## src/rtl/fifo_pkg.sv

```systemverilog
// Shared sizing helpers and read-mode encoding for the parametrised FIFO.
package fifo_pkg;

  // Read-port behaviour: registered read or first-word-fall-through.
  typedef enum logic {
    FIFO_STD  = 1'b0,
    FIFO_FWFT = 1'b1
  } fifo_mode_e;

  // Pointer width needed to address 'depth' entries; never below one bit.
  function automatic int ptr_w(input int depth);
    return (depth < 2) ? 1 : $clog2(depth);
  endfunction

  // Counter width able to hold every value from 0 up to and including 'depth'.
  function automatic int cnt_w(input int depth);
    return $clog2(depth + 1);
  endfunction

endpackage

```

## src/rtl/fifo_ram.sv

```systemverilog
// Simple dual-port storage array: one synchronous write port, one asynchronous read port.
module fifo_ram #(
  parameter int WIDTH = 16,
  parameter int DEPTH = 8,
  parameter int AW    = 3
) (
  input  logic             clk,
  input  logic             we,
  input  logic [AW-1:0]    waddr,
  input  logic [WIDTH-1:0] wdata,
  input  logic [AW-1:0]    raddr,
  output logic [WIDTH-1:0] rdata
);

  logic [WIDTH-1:0] mem [DEPTH];

  // Store the incoming word at the write address on an accepted write; contents are never cleared.
  always_ff @(posedge clk) begin
    if (we) begin
      mem[waddr] <= wdata;
    end
  end

  assign rdata = mem[raddr];

endmodule

```

## src/rtl/sync_fifo_param.sv

```systemverilog
// Parametrised single-clock FIFO with arbitrary depth, almost-full/almost-empty margins,
// occupancy count, synchronous flush and optional first-word-fall-through read port.
module sync_fifo_param
  import fifo_pkg::*;
#(
  parameter int WIDTH     = 16,
  parameter int DEPTH     = 8,
  parameter int AF_MARGIN = 1,
  parameter int AE_MARGIN = 1,
  parameter int FWFT      = 0
) (
  input  logic                       clk,
  input  logic                       rst,
  input  logic                       clr,
  input  logic                       wr_en,
  input  logic [WIDTH-1:0]           data_in,
  input  logic                       rd_en,
  output logic [WIDTH-1:0]           data_out,
  output logic                       wr_ack,
  output logic                       overflow,
  output logic                       underflow,
  output logic                       full,
  output logic                       empty,
  output logic                       almostfull,
  output logic                       almostempty,
  output logic [$clog2(DEPTH+1)-1:0] count
);

  localparam int PW = ptr_w(DEPTH);
  localparam int CW = cnt_w(DEPTH);

  // Reject configurations whose flags or pointer wrap would be meaningless.
  if (DEPTH < 2 || AF_MARGIN < 1 || AF_MARGIN > DEPTH - 1 ||
      AE_MARGIN < 1 || AE_MARGIN > DEPTH - 1) begin : g_param_check
    $error("sync_fifo_param: DEPTH must be >= 2 and margins within 1..DEPTH-1");
  end

  logic [PW-1:0]    wrPtr_q, wrPtr_d;
  logic [PW-1:0]    rdPtr_q, rdPtr_d;
  logic [CW-1:0]    count_q, count_d;
  logic             wrAck_q, overflow_q, underflow_q;
  logic             flush;
  logic             wrAcc, rdAcc;
  logic [WIDTH-1:0] ramRdata;

  assign flush = rst || clr;
  assign wrAcc = wr_en && !full;
  assign rdAcc = rd_en && !empty;

  fifo_ram #(
    .WIDTH (WIDTH),
    .DEPTH (DEPTH),
    .AW    (PW)
  ) u_ram (
    .clk   (clk),
    .we    (wrAcc && !flush),
    .waddr (wrPtr_q),
    .wdata (data_in),
    .raddr (rdPtr_q),
    .rdata (ramRdata)
  );

  // Advance pointers with an explicit wrap at DEPTH-1 and track occupancy from the accepted operations.
  always_comb begin
    wrPtr_d = wrPtr_q;
    rdPtr_d = rdPtr_q;
    count_d = count_q;
    if (wrAcc) begin
      wrPtr_d = (wrPtr_q == PW'(DEPTH - 1)) ? '0 : wrPtr_q + PW'(1);
    end
    if (rdAcc) begin
      rdPtr_d = (rdPtr_q == PW'(DEPTH - 1)) ? '0 : rdPtr_q + PW'(1);
    end
    case ({wrAcc, rdAcc})
      2'b10:   count_d = count_q + CW'(1);
      2'b01:   count_d = count_q - CW'(1);
      default: count_d = count_q;
    endcase
  end

  // Pointer and occupancy registers; reset and flush both return the FIFO to empty.
  always_ff @(posedge clk) begin
    if (flush) begin
      wrPtr_q <= '0;
      rdPtr_q <= '0;
      count_q <= '0;
    end else begin
      wrPtr_q <= wrPtr_d;
      rdPtr_q <= rdPtr_d;
      count_q <= count_d;
    end
  end

  // One-cycle status pulses reporting the outcome of the previous cycle's requests.
  always_ff @(posedge clk) begin
    if (flush) begin
      wrAck_q     <= 1'b0;
      overflow_q  <= 1'b0;
      underflow_q <= 1'b0;
    end else begin
      wrAck_q     <= wr_en && !full;
      overflow_q  <= wr_en && full;
      underflow_q <= rd_en && empty;
    end
  end

  assign wr_ack    = wrAck_q;
  assign overflow  = overflow_q;
  assign underflow = underflow_q;

  assign count       = count_q;
  assign full        = (count_q == CW'(DEPTH));
  assign empty       = (count_q == '0);
  assign almostfull  = (count_q >= CW'(DEPTH - AF_MARGIN)) && !full;
  assign almostempty = (count_q <= CW'(AE_MARGIN)) && !empty;

  if (FWFT == int'(FIFO_FWFT)) begin : g_fwft
    // Head of the queue is presented directly; zero while nothing is stored.
    assign data_out = empty ? '0 : ramRdata;
  end else begin : g_std
    logic [WIDTH-1:0] dataOut_q;

    // Registered read: capture the head on an accepted read and hold it otherwise.
    always_ff @(posedge clk) begin
      if (flush) begin
        dataOut_q <= '0;
      end else if (rdAcc) begin
        dataOut_q <= ramRdata;
      end
    end

    assign data_out = dataOut_q;
  end

endmodule

```

## config.mk

```make
export PLATFORM = sky130hd
export DESIGN_NAME = sync_fifo_param
export DESIGN_NICKNAME = d
export VERILOG_FILES = /design/src/rtl/fifo_pkg.sv /design/src/rtl/fifo_ram.sv /design/src/rtl/sync_fifo_param.sv
export SDC_FILE = /design/constraint.sdc
export NUM_CORES = 1
export LEC_CHECK = 0
export BUFFER_PORTS_ARGS = -buffer_cell sky130_fd_sc_hd__buf_2
export CAP_MARGIN = 20
export CORE_ASPECT_RATIO = 1.1
export CORE_MARGIN = 4
export CORE_UTILIZATION = 31
export DETAILED_ROUTE_END_ITERATION = 10
export SLEW_MARGIN = 20
export SYNTH_ARGS = -nofsm -noshare
export SYNTH_HDL_FRONTEND = slang
export SYNTH_SLANG_ARGS = --single-unit
```

## constraint.sdc

```tcl
create_clock -name clk -period 4 [get_ports clk]
set_clock_uncertainty 0.15 [all_clocks]
set_input_delay 0.8 -clock clk [delete_from_list [all_inputs] [get_ports clk]]
set_output_delay 0.8 -clock clk [all_outputs]
set_load 0.005 [all_outputs]
```

==> flow_summary.json, run 1 <==
{
  "final_common_cell": "edfxtp_1",
  "rr_startpoint": "count[0]",
  "crit_type": "register to register",
  "status": "complete, no violations",
  "hold_depth": 2,
  "groute.usage.overall_pct": 11.0,
  "grt_pass1_wl_um": 17800,
  "drt-total-wl_um": 11700,
  "syn-num-nets": 387,
  "antennaDiodeCount": 0,
  "grt.busiest_layer": "met2",
  "drive_gt1_share_pct": 26.5,
  "p_sw_share_pct": 20.2,
  "worstHoldStart": "wrPtr_q[0]",
  "crit_start": "count[0]",
  "timing.final.crit_share_pct": 73.4,
  "grt_max_degree": 36,
  "io_buffers": 47,
  "comb_power_share_pct": 3.2,
  "area_growth_pct": 18.3,
  "p_clk_share_pct": 44.6,
  "syn_inst": 358,
  "gr-usage-met1_pct": 13.8,
  "ys_ff_latch": 157,
  "cp_max_fo": 35,
  "ioPinCount": 48,
  "die-width_um": 141,
  "relSlewSlack_pct": 30.7,
  "slew_viol_final": 0,
  "fin_setup_tns_ps": 0,
  "crit_buf_inv": 2,
  "hold_violations": 0,
  "fmax_ghz": 0.341,
  "drt.antenna.violating_nets": 0,
  "cts_tree": "done",
  "vias": 3200,
  "clock_latency_ps": 410,
  "p_int_mw": 2.75,
  "p_per_area_nw_per_um2": 482,
  "ys_seq_area_share_pct": 73.4,
  "start_kind": "register",
  "layout_common_cells": "128 x edfxtp_1, 47 x buf_2, 40 x a21oi_1, 32 x mux2i_1, 28 x dfxtp_1",
  "cts_hold_buf": 0,
  "dieArea_um2": 21800,
  "dr.pass1.iters": 5,
  "h-tree-depth": 4,
  "p_leak_nw": 2.40,
  "yosys_warnings": 0,
  "clock-root-buffer": "clkbuf_16",
  "start_util_pct": 31.6,
  "switchingPower_mw": 0.693,
  "post_cts_buffers": 0,
  "required_ps": 4150,
  "row_count": 53,
  "cp_common_cell": "ha_1",
  "ir_drop_v": 0.000262,
  "seqPwrFrac_pct": 52.2,
  "hold_path.class": "register to register",
  "timing.final.ws_setup_ps": 1070,
  "dpl-instance-area_um2": 6560,
  "cts.path.max_buffers": 2,
  "fin_crit_ps": 2930,
  "avgSynthCellArea_um2": 16.8,
  "core_area_um2": 19100,
  "place_hpwl_um": 7310,
  "dp_slack_ps": 1060,
  "antenna_found_initial": 1,
  "cp_top_family": "simple AND/OR/NAND/NOR gates",
  "max-cap-violations": 0,
  "clk_pin_slew_ps": 60,
  "clkSinkCount": 157,
  "grt_pass1_vias": 3204,
  "reg2regPathDepth": 10,
  "grtUsageMet3_pct": 3.93,
  "die-height_um": 154,
  "cp_data_arrival_time_ps": 3080,
  "design_area_um2": 7130,
  "synth_cell_types": 34,
  "cts_buffers": 17,
  "path_depth": 10,
  "critPathCaptureType": "register",
  "worstMarginPinSlew_ps": 1040,
  "critPathMaxStageDelay_ps": 480,
  "nets": 446,
  "post_cts_resized": 0,
  "syn_area_um2": 6030,
  "grt_use_met2_pct": 17.6,
  "finalSetupViolCount": 0,
  "rsz0062_at_grt": "no",
  "gp_congestion": 0.693,
  "path_cells": "inv_1 > ha_1 > nor3b_2 > nand2b_4 > inv_2 > ha_1 > or4b_4 > a21oi_2 > xnor2_1 > nor2_1",
  "wl_per_cell_um": 17.3,
  "drtIter0Drc": 225,
  "whs_ps": 374,
  "routed_via_density": 4.73,
  "drc": 0,
  "grt-ovfl-total": 0,
  "cp_slowest_cell": "or4b_4"
}
-- metrics by stage --
step / power [mW] / instances / util (%)
final: 3.44 / 677 / 37.3
after CTS: 3.47 / 677 / 37.3
after floorplan: 1.89 / 358 / -
after global routing: 3.57 / 677 / 37.3
after detailed placement: 1.94 / 645 / 34.3
after global placement: 1.94 / 645 / 34.3
-- power groups by stage --
stage               clock network [mW]  registers [mW]  logic (mW)
floorplan                            0            1.83      0.0619
global placement                     0            1.83       0.109
detailed placement                   0            1.83       0.113
CTS                               1.56            1.80       0.114
global route                      1.65            1.80       0.125
finish                            1.53            1.79       0.111
-- Yosys cell counts (all sizes together) --
cell type	count	area share (%)
a211oi	1	0.12
nor2	10	0.62
nand2	9	0.56
clkbuf	5	0.31
nor4b	1	0.15
inv	5	0.31
nand4b	1	0.15
or3	3	0.31
xor2	2	0.29
xnor2	1	0.15
edfxtp	128	64
o21ai	17	1.4
nand3	2	0.17
mux4	17	6.3
dfxtp	29	9.6
nand4	1	0.10
and3	3	0.31
a21oi	41	3.5
o22ai	15	1.6
nor3b	1	0.21
nand3b	2	0.25
ha	8	1.7
mux2i	32	5.3
or4b	1	0.23
nor3	2	0.17
or2	2	0.21
buf	14	1.6
nand2b	5	0.64
-- layer usage --
layer	up-vias	wire [µm]	share of wire, %
met4	2	173	1.5
met1	1592	5250	45
met3	14	557	4.8
li1	1527	-	-
met2	65	5720	49
met5	-	13	0.11
-- area by class of cell --
| type | count | area (µm²) |
|---|---|---|
| fillers | 1772 | 12000 |
| inverters | 5 | 18.8 |
| clock buffers | 19 | 433 |
| well taps | 247 | 309 |
| repair buffers | 59 | 325 |
| flip-flops and latches | 157 | 4430 |
| multi-input cells | 177 | 1480 |
| clock inverters | 13 | 138 |
-- worst reg2reg max path, delay by kind of cell, from the launching register on --
family,cells,cell delay [ps]
XOR/XNOR,1,120
adder cells (fa/ha/maj),2,580
AND/OR/NAND/NOR,4,880
AO/OA/AOI/OAI,1,170
buffers and inverters,2,470
flip-flops,1,450
-- final timing paths --
kind,end,slack (ps)
worst min-delay path,wrPtr_q[0],370
worst max register to register,count[3],1070
worst min register to register,wrPtr_q[0],370
worst max-delay path,count[3],1070
-- kinds of logic (layout without fill, tap and decap cells) --
logic type               count (synthesis)  count (layout)  share of synthesized area [%]
flip-flops                             157             157                           73.4
AO/OA/AOI/OAI                           74              74                           6.56
multiplexers                            49              49                           11.7
AND/OR/NAND/NOR                         43              43                           4.07
buffers and inverters                   24              96                           2.26
adder cells (fa/ha/maj)                  8               8                           1.66
XOR/XNOR                                 3               3                          0.436
-- registers in the layout, indices dropped and copies added (netlist names) --
signal,count
u_ram.mem,128
rdPtr_q,3
count,4
wrPtr_q,3
overflow,1
wr_ack,1
data_out,16
underflow,1
(Power assumes the default switching activity.)
==> run 2, diff against run 1 <==
Clock period 4 ns to 2.6 ns, I/O delays scaled along.
==> run 2 against run 1 <==
- global-route usage is 1.4 points higher
- final cell count is 2.4% higher
- maximum frequency is 20% higher
- core utilization is 1.2 points higher
- clock power is 80% higher
- final area is 3.2% higher
==> flow_summary.json, run 2 (synthesis results as in run 1) <==
{
  "p_leak_nw": 2.53,
  "place_inst": 661,
  "layout_common_cells": "128 x edfxtp_1, 47 x buf_2, 40 x a21oi_1, 32 x mux2i_1, 27 x buf_4",
  "hold_path.class": "input port to register",
  "crit_start": "count[0]",
  "reg2regPathDepth": 10,
  "fmax_ghz": 0.407,
  "antenna_found_initial": 0,
  "dieArea_um2": 21800,
  "groute.usage.overall_pct": 12.4,
  "start_util_pct": 31.6,
  "required_ps": 2760,
  "row_count": 53,
  "fin_setup_tns_ps": 0,
  "rr_startpoint": "count[0]",
  "status": "complete, no violations",
  "drtIter0Drc": 230,
  "die-height_um": 154,
  "h-tree-depth": 4,
  "timing.final.crit_share_pct": 94.4,
  "drt-total-wl_um": 12900,
  "crit_type": "register to register",
  "place_hpwl_um": 8420,
  "r2r_end": "count[3]",
  "endpoint": "count[3]",
  "worstMarginPinSlew_ps": 493,
  "cts_buffers": 17,
  "p_per_area_nw_per_um2": 775,
  "start_kind": "register",
  "cp_common_cell": "ha_1",
  "max-cap-violations": 0,
  "clkSinkCount": 157,
  "fin_crit_ps": 2460,
  "area_growth_pct": 22.0,
  "critPathCaptureType": "register",
  "dpl-instance-area_um2": 6690,
  "die-width_um": 141,
  "cp_max_fo": 7,
  "path_cells": "inv_1 > ha_1 > nor3b_2 > nand2b_4 > inv_2 > ha_1 > or4b_4 > a21oi_2 > xnor2_1 > nor2_1",
  "drt.antenna.violating_nets": 0,
  "cts.path.max_buffers": 2,
  "gp_congestion": 0.774,
  "power_mw": 5.70,
  "clock-root-buffer": "clkbuf_16",
  "clk_pin_slew_ps": 60,
  "drive_gt1_share_pct": 30.0,
  "ioPinCount": 48,
  "grt_pass1_vias": 3550,
  "cp_data_arrival_time_ps": 2610,
  "antennaDiodeCount": 0,
  "rsz0062_at_grt": "no",
  "grt_pass1_wl_um": 20400,
  "core_area_um2": 19100,
  "ir_drop_v": 0.000454,
  "whs_ps": 221,
  "io_buffers": 47,
  "relSlewSlack_pct": 67.2,
  "hold_violations": 0,
  "finalSetupViolCount": 0,
  "cp_slowest_cell": "or4b_4",
  "largest_register": "u_ram.mem",
  "routed_via_density": 4.83,
  "largest_reg_flops": 128,
  "vias": 3345,
  "nets": 462,
  "slew_viol_final": 0,
  "rrSetupSlack_ps": 140,
  "clock_latency_ps": 420,
  "grt-ovfl-total": 0,
  "wl_per_cell_um": 18.5,
  "critPathMaxStageDelay_ps": 490,
  "design_area_um2": 7360,
  "fin_cells": 693,
  "final_common_cell": "edfxtp_1",
  "grt_max_degree": 35,
  "drc": 0,
  "cts_hold_buf": 0,
  "dr.pass1.iters": 6,
  "cts_tree": "done"
}
-- run 2: through the flow --
step           setup slack, ps  util, %
6_report                   145     38.5
5_1_grt                   53.2     38.5
4_1_cts                   80.7     38.5
3_5_place_dp              83.3     35.0
3_3_place_gp               239     35.0
2_1_floorplan             43.0        -
-- run 2: repair_timing --
action,4_1_cts,5_1_grt
endpoints found under the setup margin,0,1
setup buffers,0,0
gates resized for setup,0,1
-- run 2: critical path, delay by kind of cell (launching register included) --
kind            cells  cell delay, ps
flops               1             400
xor+xnor            1             130
compound gates      1             160
fa+ha+maj           2             480
buf+inv             2             130
simple gates        4             900
-- run 2: how the worst min path moves through the flow --
stage                           start               end  slack (ps)  cells after the start
final                     data_in[10]  u_ram.mem[7][10]         220                      1
after global routing      data_in[15]  u_ram.mem[5][15]         220                      1
after CTS                 data_in[15]  u_ram.mem[1][15]         210                      1
after detailed placement   wrPtr_q[0]        wrPtr_q[0]         350                      2
after global placement     wrPtr_q[0]        wrPtr_q[0]         340                      2
after floorplan            wrPtr_q[0]        wrPtr_q[0]         320                      2
-- run 2: layer usage --
metal  global-route usage, %  routed length [µm]  vias to the layer above
met5                       0                   0                        -
met4                    4.61                 242                        0
met3                    3.59                 505                       18
met2                    20.0                6240                       66
met1                    15.8                5860                     1706
li1                        -                   -                     1555
-- run 2: report_power, final --
| part | internal (mW) | leakage (nW) | total (mW) | switching, mW |
|---|---|---|---|---|
| combinational | 0.0711 | 0.818 | 0.189 | 0.118 |
| clock | 1.77 | 0.318 | 2.76 | 0.991 |
| sequential | 2.74 | 1.39 | 2.76 | 0.0152 |
| total | 4.58 | 2.53 | 5.70 | 1.12 |
-- run 2: final cells by class --
class	instances	area, µm²
clock buffer	20	457
sequential	157	4430
multi-input combinational	177	1480
fill	1742	11700
tap	247	309
inverter	5	18.8
clock inverter	12	209
timing repair buffer	75	458
==> run 3, diff against run 2 <==
Settings changed: CORE_UTILIZATION 31 to 40.
==> run 3 against run 2 <==
- clock power is 9.4% lower
- die area fell by 21%
- first-iteration DRC count grew 33%
- combinational power barely moved
- maximum frequency increased by 2.3%
- via count is 1.5% lower
- register-to-register slack improved by 50 ps
- hold slack got worse by 1.8 ps
- count of clock-buffer cells in the layout is the same
- final area shrank 2.0%
- sequential share of layout area increased by 1.2 points
==> flow_summary.json, run 3 (synthesis results as in run 1) <==
{
  "timing.final.crit_share_pct": 92.3,
  "ir_drop_v": 0.000419,
  "fin_cells": 635,
  "clkSinkCount": 157,
  "finalSetupViolCount": 0,
  "drt-total-wl_um": 12300,
  "place_inst": 602,
  "seqPwrFrac_pct": 50.6,
  "wl_per_cell_um": 19.4,
  "start_kind": "register",
  "drtIter0Drc": 307,
  "cp_data_arrival_time_ps": 2550,
  "relSlewSlack_pct": 74.7,
  "layout_common_cells": "128 x edfxtp_1, 47 x buf_2, 40 x a21oi_1, 32 x mux2i_1, 26 x dfxtp_1",
  "fin_crit_ps": 2400,
  "post_cts_buffers": 0,
  "required_ps": 2750,
  "timing.final.ws_setup_ps": 199,
  "antenna_found_initial": 0,
  "hold_path.class": "input port to register",
  "start_util_pct": 41.3,
  "h-tree-depth": 4,
  "nets": 458,
  "status": "complete, no violations",
  "worstMarginPinSlew_ps": 379,
  "die-width_um": 125,
  "grt_max_degree": 50,
  "hold_violations": 0,
  "final_common_cell": "edfxtp_1",
  "grt_pass1_wl_um": 19300,
  "clock_latency_ps": 420,
  "max-cap-violations": 0,
  "worstHoldStart": "data_in[2]",
  "drive_gt1_share_pct": 29.4,
  "drc": 0,
  "comb_power_share_pct": 3.4,
  "p_int_mw": 4.36,
  "dpl-instance-area_um2": 6590,
  "rsz0062_at_grt": "no",
  "p_sw_share_pct": 20.0,
  "critPathCaptureType": "register",
  "drt.antenna.violating_nets": 0,
  "grt_pass1_vias": 3377,
  "slew_viol_final": 0,
  "clk_pin_slew_ps": 60,
  "clock-root-buffer": "clkbuf_16",
  "place_hpwl_um": 7660,
  "grt-ovfl-total": 0,
  "cts_tree": "done",
  "groute.usage.overall_pct": 15.2,
  "area_growth_pct": 19.6,
  "largest_register": "u_ram.mem",
  "design_area_um2": 7210,
  "switchingPower_mw": 1.09,
  "rr_startpoint": "count[0]",
  "ioPinCount": 48,
  "p_clk_share_pct": 46.0,
  "p_per_area_nw_per_um2": 755,
  "power_mw": 5.45,
  "die-height_um": 137,
  "crit_start": "count[0]",
  "fin_setup_tns_ps": 0,
  "row_count": 46,
  "dr.pass1.iters": 4,
  "cts_buffers": 17,
  "whs_ps": 219,
  "cp_max_fo": 7,
  "p_leak_nw": 2.47,
  "dieArea_um2": 17100,
  "dp_slack_ps": 151,
  "finish.utilization_pct": 49.3,
  "vias": 3295,
  "core_area_um2": 14600,
  "gp_congestion": 0.759,
  "largest_reg_flops": 128,
  "fmax_ghz": 0.417,
  "cts.path.max_buffers": 2,
  "crit_type": "register to register",
  "routed_via_density": 5.19,
  "io_buffers": 47
}
[run 3: final timing paths]
kind	end	slack, ps	depth (start not counted)
max	count[3]	200	10
min	u_ram.mem[3][2]	220	1
max reg2reg	count[3]	200	10
min reg2reg	wrPtr_q[0]	360	2
[run 3: cell type report]
cell class / instances / area (µm²)
fill: 1224 / 7410
sequential: 157 / 4430
multi-input combinational: 177 / 1490
clock buffer: 20 / 447
timing repair buffer: 71 / 428
tap: 192 / 240
clock inverter: 12 / 161
inverter: 5 / 18.8
antenna: 1 / 2.50
[run 3: per-layer routing]
| metal | routed length (µm) | GRT usage [%] | up-vias |
|---|---|---|---|
| met1 | 5380 | 19.4 | 1660 |
| li1 | - | - | 1546 |
| met2 | 6240 | 24.7 | 79 |
| met5 | 0 | 0 | - |
| met4 | 164 | 6.45 | 0 |
| met3 | 546 | 3.86 | 10 |
[run 3: power groups by stage]
stage                     Combinational, mW  Clock [mW]  Sequential [mW]
after floorplan                      0.0956           0             2.81
after global placement                0.183           0             2.81
after detailed placement              0.188           0             2.81
after CTS                             0.189        2.55             2.75
after global routing                  0.209        2.66             2.76
final                                 0.188        2.50             2.75
[run 3: worst max-delay path: stages, from the launching register on]
cell      delay [ps]
dfxtp_2          400
inv_1             60
ha_1             250
nor3b_2          190
nand2b_4         170
inv_2             60
ha_2             200
or4b_4           470
a21oi_2          150
xnor2_1          140
nor2_1            50
[run 3: what timing repair did]
action / 4_1_cts / 5_1_grt
hold buffers: 0 / 0
resized for setup: 0 / 3
endpoints found under the setup margin: 0 / 1
